===== config.mk =====
export PLATFORM = sky130hd
export DESIGN_NAME = bcd_countdown_timer_gen
export DESIGN_NICKNAME = d
export VERILOG_FILES = /design/src/rtl/bcd_countdown_timer_gen.sv
export SDC_FILE = /design/constraint.sdc
export NUM_CORES = 1
export LEC_CHECK = 0
export ABC_CLOCK_PERIOD_IN_PS = 2800
export CORE_AREA = 2 2 72 87
export DETAILED_ROUTE_END_ITERATION = 10
export DIE_AREA = 0 0 74 89
export GPL_TIMING_DRIVEN = 0
export PLACE_DENSITY_LB_ADDON = 0.05
export SLEW_MARGIN = 20
export SYNTH_ARGS = -nofsm -noshare
export SYNTH_HDL_FRONTEND = slang
export SYNTH_SLANG_ARGS = --single-unit

===== constraint.sdc =====
create_clock -name clk_1 -period 2.8 [get_ports clk_1]
set_input_delay 0.42 -clock clk_1 [delete_from_list [all_inputs] [get_ports clk_1]]
set_output_delay 0.42 -clock clk_1 [all_outputs]
set_load 0.005 [all_outputs]

===== src/rtl/bcd_countdown_timer_gen.sv =====
// rtl/bcd_countdown_timer_gen.sv - N-digit mixed-radix BCD up/down timer with load, pause, long-press clear and blinking expiry
module bcd_countdown_timer_gen #(
    parameter int                        NUM_DIGITS  = 4,
    parameter logic [NUM_DIGITS-1:0]     RADIX6_MASK = 4'b0010,
    parameter logic [4*NUM_DIGITS-1:0]   DEFAULT_VAL = 16'h2359,
    parameter int                        HOLD_CYCLES = 3,
    parameter int                        LED_W       = 15
) (
    input  logic                      clk_1,
    input  logic                      rst_n,
    input  logic                      load,
    input  logic [4*NUM_DIGITS-1:0]   load_val,
    input  logic                      run_toggle,
    input  logic                      dir,
    input  logic                      hold_clear,
    output logic [4*NUM_DIGITS-1:0]   digits,
    output logic                      running,
    output logic                      expired,
    output logic [LED_W-1:0]          endled
);

    localparam int W  = 4 * NUM_DIGITS;
    localparam int HW = $clog2(HOLD_CYCLES + 1);

    typedef enum logic [1:0] {IDLE, RUN, PAUSE, DONE} state_t;

    state_t          state;
    logic [HW-1:0]   hold_cnt;
    logic            phase;

    logic [W-1:0]    term_val;
    logic [W-1:0]    stepped;
    logic [W-1:0]    clamped;
    logic [W-1:0]    load_digits;
    logic            at_term;
    logic            clear_fire;

    function automatic logic [3:0] digit_max(input int i);
        return RADIX6_MASK[i] ? 4'd5 : 4'd9;
    endfunction

    function automatic logic [W-1:0] max_value();
        logic [W-1:0] r;
        r = '0;
        for (int i = 0; i < NUM_DIGITS; i++)
            r[4*i +: 4] = digit_max(i);
        return r;
    endfunction

    // Ripple a single +1/-1 through the digits; each digit wraps at its own radix.
    function automatic logic [W-1:0] step(input logic [W-1:0] v, input logic up);
        logic [W-1:0] r;
        logic [3:0]   d;
        logic         c;
        r = v;
        c = 1'b1;
        for (int i = 0; i < NUM_DIGITS; i++) begin
            d = v[4*i +: 4];
            if (c) begin
                if (up) begin
                    if (d >= digit_max(i)) d = 4'd0;
                    else begin
                        d = d + 4'd1;
                        c = 1'b0;
                    end
                end else begin
                    if (d == 4'd0) d = digit_max(i);
                    else begin
                        d = d - 4'd1;
                        c = 1'b0;
                    end
                end
            end
            r[4*i +: 4] = d;
        end
        return r;
    endfunction

    function automatic logic [W-1:0] clamp(input logic [W-1:0] v);
        logic [W-1:0] r;
        r = v;
        for (int i = 0; i < NUM_DIGITS; i++)
            if (v[4*i +: 4] > digit_max(i)) r[4*i +: 4] = digit_max(i);
        return r;
    endfunction

    always_comb begin
        term_val    = dir ? max_value() : '0;
        at_term     = (digits == term_val);
        stepped     = step(digits, dir);
        clamped     = clamp(load_val);
        load_digits = (clamped == '0) ? DEFAULT_VAL : clamped;
        clear_fire  = hold_clear && (hold_cnt == HW'(HOLD_CYCLES - 1));
    end

    always_ff @(posedge clk_1 or negedge rst_n) begin
        if (!rst_n) begin
            digits   <= DEFAULT_VAL;
            state    <= IDLE;
            running  <= 1'b0;
            expired  <= 1'b0;
            endled   <= '0;
            hold_cnt <= '0;
            phase    <= 1'b0;
        end else begin
            if (!hold_clear)
                hold_cnt <= '0;
            else if (hold_cnt != HW'(HOLD_CYCLES))
                hold_cnt <= hold_cnt + 1'b1;

            if (clear_fire || load) begin
                digits  <= clear_fire ? DEFAULT_VAL : load_digits;
                state   <= IDLE;
                running <= 1'b0;
                expired <= 1'b0;
                endled  <= '0;
                phase   <= 1'b0;
            end else if (state == DONE) begin
                phase  <= ~phase;
                endled <= {LED_W{~phase}};
            end else if (run_toggle) begin
                if (state == RUN) begin
                    state   <= PAUSE;
                    running <= 1'b0;
                end else if (at_term) begin
                    state   <= DONE;
                    expired <= 1'b1;
                    phase   <= 1'b1;
                    endled  <= '1;
                end else begin
                    state   <= RUN;
                    running <= 1'b1;
                end
            end else if (state == RUN) begin
                // A dir flip can leave the current value already terminal: stop without stepping.
                if (!at_term)
                    digits <= stepped;
                if (at_term || stepped == term_val) begin
                    state   <= DONE;
                    running <= 1'b0;
                    expired <= 1'b1;
                    phase   <= 1'b1;
                    endled  <= '1;
                end
            end
        end
    end

endmodule


After elaboration in Yosys (flattened, before gate mapping)
Index checks and enable logic that the tools add are counted.
{"block": "totals", "register_bits": 38, "output_inout_bits": 33}
{"block": "classes", "add_sub_neg": 9, "n_lt_le_gt_ge": 8, "n_eq_ne": 13, "muxes": 70, "n_bitwise": 1, "reduce_logical": 20}
{"cell": "two-way mux 16 bit", "count": 8}
{"cell": "two-way mux 15 bit", "count": 7}
{"cell": "two-way mux 4 bit", "count": 19}
{"cell": "== test 16 bit", "count": 2}
{"cell": "two-way mux 1 bit", "count": 27}
{"cell": "two-way mux 2 bit", "count": 9}
{"cell": "adder 4 x 1 -> 4 bit (second input constant)", "count": 4}
{"cell": "zero test 16 bit", "count": 1}
{"cell": "zero test 4 bit", "count": 4}
{"cell": "subtractor 4 x 1 -> 4 bit (second input constant)", "count": 4}
{"cell": "greater-or-equal comparator 4 bit (second input constant)", "count": 3}
{"cell": "> comparator 4 bit (second input constant)", "count": 3}
{"cell": "AND reduction 4 bit", "count": 3}
{"cell": "nonzero test 4 bit", "count": 3}
{"cell": "nonzero test 3 bit", "count": 3}
{"cell": "inequality test 2 x 1 -> 1 bit (second input constant)", "count": 3}
{"cell": "AND reduction 5 bit", "count": 1}
{"cell": "== test 2 bit (second input constant)", "count": 2}
{"cell": "greater-or-equal comparator 4 x 3 -> 1 bit (second input constant)", "count": 1}
{"cell": "> comparator 4 x 3 -> 1 bit (second input constant)", "count": 1}
{"cell": "inequality test 2 bit (second input constant)", "count": 2}
{"cell": "inequality test 4 bit (second input constant)", "count": 1}
{"cell": "inequality test 3 x 1 -> 1 bit (second input constant)", "count": 1}
{"cell": "inequality test 3 bit (second input constant)", "count": 1}
{"cell": "other kinds (7)", "count": 8}

Depth between registers and ports, before layout
{"block": "depth", "depth_word": 13, "mapped_depth": 11}

Worst setup path before layout
OpenSTA, ideal clock, no wires.
{"block": "synth_path", "path_type": "register -> register", "startpoint": "register digits[0]", "endpoint": "register running", "setup_time_ns": 0.129, "arrival_ns": 2.863, "setup_slack_ns": -0.193, "stages_incl_launch_ff": 11, "period_less_slack_ns": 2.993, "cell_sequence": "dfstp_2 > clkbuf_1 > inv_1 > ha_1 > nor3b_1 > o22ai_4 > a31oi_1 > or4_4 > nor4_4 > nand2_1 > o41a_1"}
{"block": "synth_between", "elab_chain_len": 10, "word_cells_on_any_way": 21}
{"item": "from (decl)", "line_no": "16", "source": "output logic [4*NUM_DIGITS-1:0] digits,"}
{"item": "from (signal assigned)", "line_no": "112", "source": "digits <= clear_fire ? DEFAULT_VAL : load_digits;"}
{"item": "from (signal assigned)", "line_no": "137", "source": "digits <= stepped;"}
{"item": "greater-or-equal comparator 4 bit / zero test 4 bit (equally long branches)", "line_no": "61, 67"}
{"item": "two-way mux 1 bit (on tied branches)", "line_no": "61, 67"}
{"item": "two-way mux 1 bit", "line_no": "60", "source": "if (up) begin"}
{"item": "two-way mux 1 bit (2 in a row)", "line_no": "59", "source": "if (c) begin"}
{"item": "two-way mux 4 bit", "line_no": "59"}
{"item": "== test 16 bit", "line_no": "138", "source": "if (at_term || stepped == term_val) begin"}
{"item": "logical OR 1 bit", "line_no": "138"}
{"item": "nonzero test 3 bit (no source line)"}
{"item": "AND reduction 4 bit (no source line) (*)"}
{"item": "to (signal assigned)", "line_no": "124", "source": "running <= 1'b0;"}
{"item": "to (signal assigned)", "line_no": "132", "source": "running <= 1'b1;"}
{"item": "to (signal assigned)", "line_no": "140", "source": "running <= 1'b0;"}
{"item": "to (decl)", "line_no": "17", "source": "output logic running,"}
Mark *: on every way between the ends. The rest lies on a longest branch, timed or not.
A chain may end at the register's enable or synchronous reset.

Worst setup path in the final report
{"block": "layout_path", "startpoint": "register digits[13]", "endpoint": "register running"}
{"block": "layout_between", "elab_chain_len": 8, "word_cells_on_any_way": 14}
{"item": "subtractor 4 x 1 -> 4 bit (tied with other cells)", "line_no": "69", "source": "d = d - 4'd1;"}
{"item": "two-way mux 4 bit (on tied branches)", "line_no": "67, 61"}
{"item": "two-way mux 4 bit", "line_no": "60"}
{"item": "two-way mux 4 bit", "line_no": "59"}
{"item": "== test 16 bit", "line_no": "138"}
{"item": "logical OR 1 bit", "line_no": "138"}
{"item": "nonzero test 3 bit (no source line)"}
{"item": "AND reduction 4 bit (no source line) (*)"}
Marked as above.

==> flow_summary.json <==
{
  "crit_family": "simple AND/OR/NAND/NOR gates",
  "cts_inserted_buffers": 3,
  "skew_ns": 0.00216,
  "drt_wl_total_mm": 8.75,
  "slowest_delay_ns": 0.54,
  "mostFrequentLayoutCell": "clkdlybuf4s50_1",
  "die_h_um": 89,
  "p_sw_uw": 995,
  "initial_core_util_pct": 46.1,
  "finalCoreUtilization_pct": 66.5,
  "grt_first_pass_wirelength_mm": 13.2,
  "p_comb_share_pct": 66.3,
  "maxSlewViolCount": 0,
  "drcViolationCount": 0,
  "synth_edf_count": 0,
  "finalSetupViolCount": 3,
  "ir_drop_uv": 286,
  "ys_ff_latch": 23,
  "hp-class": "input pin to asynchronous set/reset pin",
  "nets": 458,
  "cts.sinks": 23,
  "synth.net_count": 374,
  "postRouteAntennaNets": 0,
  "finalNonFillerCells": 500,
  "cts_tree": "done",
  "finalCritPeriodShare_pct": 102,
  "clk_path_buf_depth": 2,
  "wl_per_cell_um": 17.5,
  "worst-path-buf-inv": 1,
  "core-area_sq_um": 5670,
  "violations": "negative setup slack",
  "synth-async-reset-ratio_pct": 100,
  "first_pass_iters": 5,
  "maxCapViolCount": 0,
  "setup_tns_ns": -0.0911,
  "hold_ws_ns": 0.124,
  "cp_slowest_cell": "dfstp_2",
  "cp_data_required_time_ns": 2.96,
  "ys_types": 68,
  "antennaDiodeCount": 0,
  "p_int_mw": 1.25,
  "min_period_ns": 2.86,
  "layout-drive-gt1-share_pct": 28.6,
  "dpl.hpwl_mm": 5.96,
  "fp.dieW_um": 74,
  "power_frac_seq_pct": 23.7,
  "path_clk_slew_ns": 0.09,
  "rsz0062_at_grt": "true",
  "num_vias": 3040,
  "grt.overflow.total": 0,
  "cts_hold_buf": 0,
  "place_congestion": 0.876,
  "port_buffers": 53,
  "cts_max_level": 1,
  "syn_area_per_cell_sq_um": 7.76,
  "first_iter_violations": 283,
  "rows": 30,
  "powerDensity_nw_per_um2": 595,
  "leakagePower_nw": 1.46,
  "syn_inst": 337,
  "critPathKind": "flop to flop",
  "final_cell_mix": "clkdlybuf4s50_1, buf_4, a21oi_1, nor2_1, nand2_1",
  "area_growth_pct": 44.2,
  "grt_usage_pct": 25.6,
  "outcome": "finished with violations",
  "crit_top_cell": "mux2i_2",
  "ys_warn_count": 0,
  "synth_area_sq_um": 2610,
  "antenna_found_initial": 0,
  "insertion_delay_ns": 0.27,
  "viasPerCell": 6.08,
  "fin_ws_ns": -0.0593,
  "max_slew_margin_pct": 41.8,
  "switching_share_pct": 44.4,
  "num-fill-cells": 507,
  "root_buffer": "clkbuf_8",
  "pin_count": 55,
  "critPathCaptureType": "flop",
  "synth_ff_type": "dfrtp_1",
  "dieArea_sq_um": 6590,
  "crit_arrival_ns": 3.02,
  "final_hold_viol_count": 0,
  "grt_max_degree": 24,
  "critPathMaxFanout": 4,
  "placedCellCount": 470,
  "pwr-share-clk_pct": 9.9,
  "yosysSeqAreaShare_pct": 22.4,
  "fmax_ghz": 0.350,
  "grt_pass1_vias": 2703,
  "start_kind": "flop",
  "worst_pin_slew_ns": 0.873,
  "crit_path_cell_trace": "inv_1 > ha_1 > or3b_4 > mux2_2 > mux2i_2 > mux2i_2 > nor4_2 > a31oi_2 > o41a_1"
}
## power by group through the flow
stage	sequential (mW)	combinational, mW	clock [mW]
after floorplan	0.518	0.724	0
after global placement	0.542	1.08	0
after detailed placement	0.546	1.09	0
after CTS	0.538	1.25	0.224
after global routing	0.542	1.60	0.235
final	0.531	1.49	0.223
## synthesized netlist by cell type, types with 4 or more instances
cell | count | area share (%)
and2_1 | 5 | 1.2
o21a_1 | 4 | 1.1
clkbuf_1 | 14 | 2.0
dfrtp_1 | 16 | 15
dfstp_2 | 7 | 7.0
nand3_1 | 7 | 1.3
o22ai_1 | 5 | 1.2
nor2_1 | 26 | 3.7
o31ai_1 | 6 | 1.7
a211oi_1 | 4 | 1.1
nor4_1 | 8 | 1.9
ha_1 | 15 | 7.2
a21oi_1 | 26 | 5.0
mux2i_1 | 5 | 1.9
buf_4 | 15 | 4.3
nand2_1 | 20 | 2.9
o211ai_1 | 6 | 1.7
nor2b_1 | 4 | 0.96
nor3_1 | 10 | 1.9
nand2b_1 | 9 | 2.2
inv_1 | 22 | 3.2
o21ai_1 | 9 | 1.7
a31oi_1 | 6 | 1.4
o21ai_0 | 12 | 2.3
## what timing repair did
item                                    CTS  global route
pin swaps                                10            11
buffers inserted                          8            19
resized for setup                        47            27
hold endpoints to repair                  0             0
endpoints found under the setup margin   20            20
## area by class of cell
cell class              instances  area (sq um)  area share [%]
multi-input cells             258          2000            53.1
plain buffers                  32           211            5.61
clock buffers                   4          45.0            1.20
repair buffers                 80           727            19.3
flip-flops and latches         23           588            15.6
well taps                      80           100            2.66
inverters                      23          95.1            2.52
## layer usage
layer | vias up | global-route usage (%) | part of all wire (%)
met4 | 0 | 8.43 | 3.3
met1 | 1430 | 35.0 | 42
li1 | 1419 | - | -
met3 | 31 | 2.93 | 6.8
met5 | - | 0 | 0
met2 | 160 | 42.0 | 48
## flip-flops by register name (all words and copies together) (netlist names)
register,cells
digits,16
endled,1
expired,1
hold_cnt,2
running,1
state,2
## metrics by stage
| stage | area, sq um | setup slack [ns] | total power, mW |
|---|---|---|---|
| 2_1_floorplan | 2630 | 0.0192 | 1.24 |
| 3_3_place_gp | 3260 | -0.744 | 1.62 |
| 3_5_place_dp | 3260 | -0.753 | 1.63 |
| 4_1_cts | 3520 | -0.0409 | 2.01 |
| 5_1_grt | 3770 | -0.165 | 2.38 |
| 6_report | 3770 | -0.0593 | 2.24 |
## cells by family after synthesis
kind of cell	share of synthesized area [%]
AOI/OAI and AO/OA	30.1
DFF	22.4
adders and majority gates	7.18
xor gates and xnor gates	0.670
buffers and inverters	10.3
and+or+nand+nor	26.1
muxes	3.21
## path summary, 6_finish.rpt
| path | startpoint | endpoint | slack (ns) | cells past startpoint |
|---|---|---|---|---|
| setup reg to reg | digits[13] | running | -0.06 | 9 |
| setup / recovery | digits[13] | running | -0.06 | 9 |
| hold reg to reg | digits[4] | digits[4] | 0.56 | 2 |
| hold / removal | rst_n | digits[7] | 0.12 | 1 |
| min in group clk_1 | load | digits[9] | 0.52 | 3 |
| max in group asynchronous | rst_n | digits[1] | 2.27 | 1 |
No activity file was read; power rests on OpenSTA's default activity.
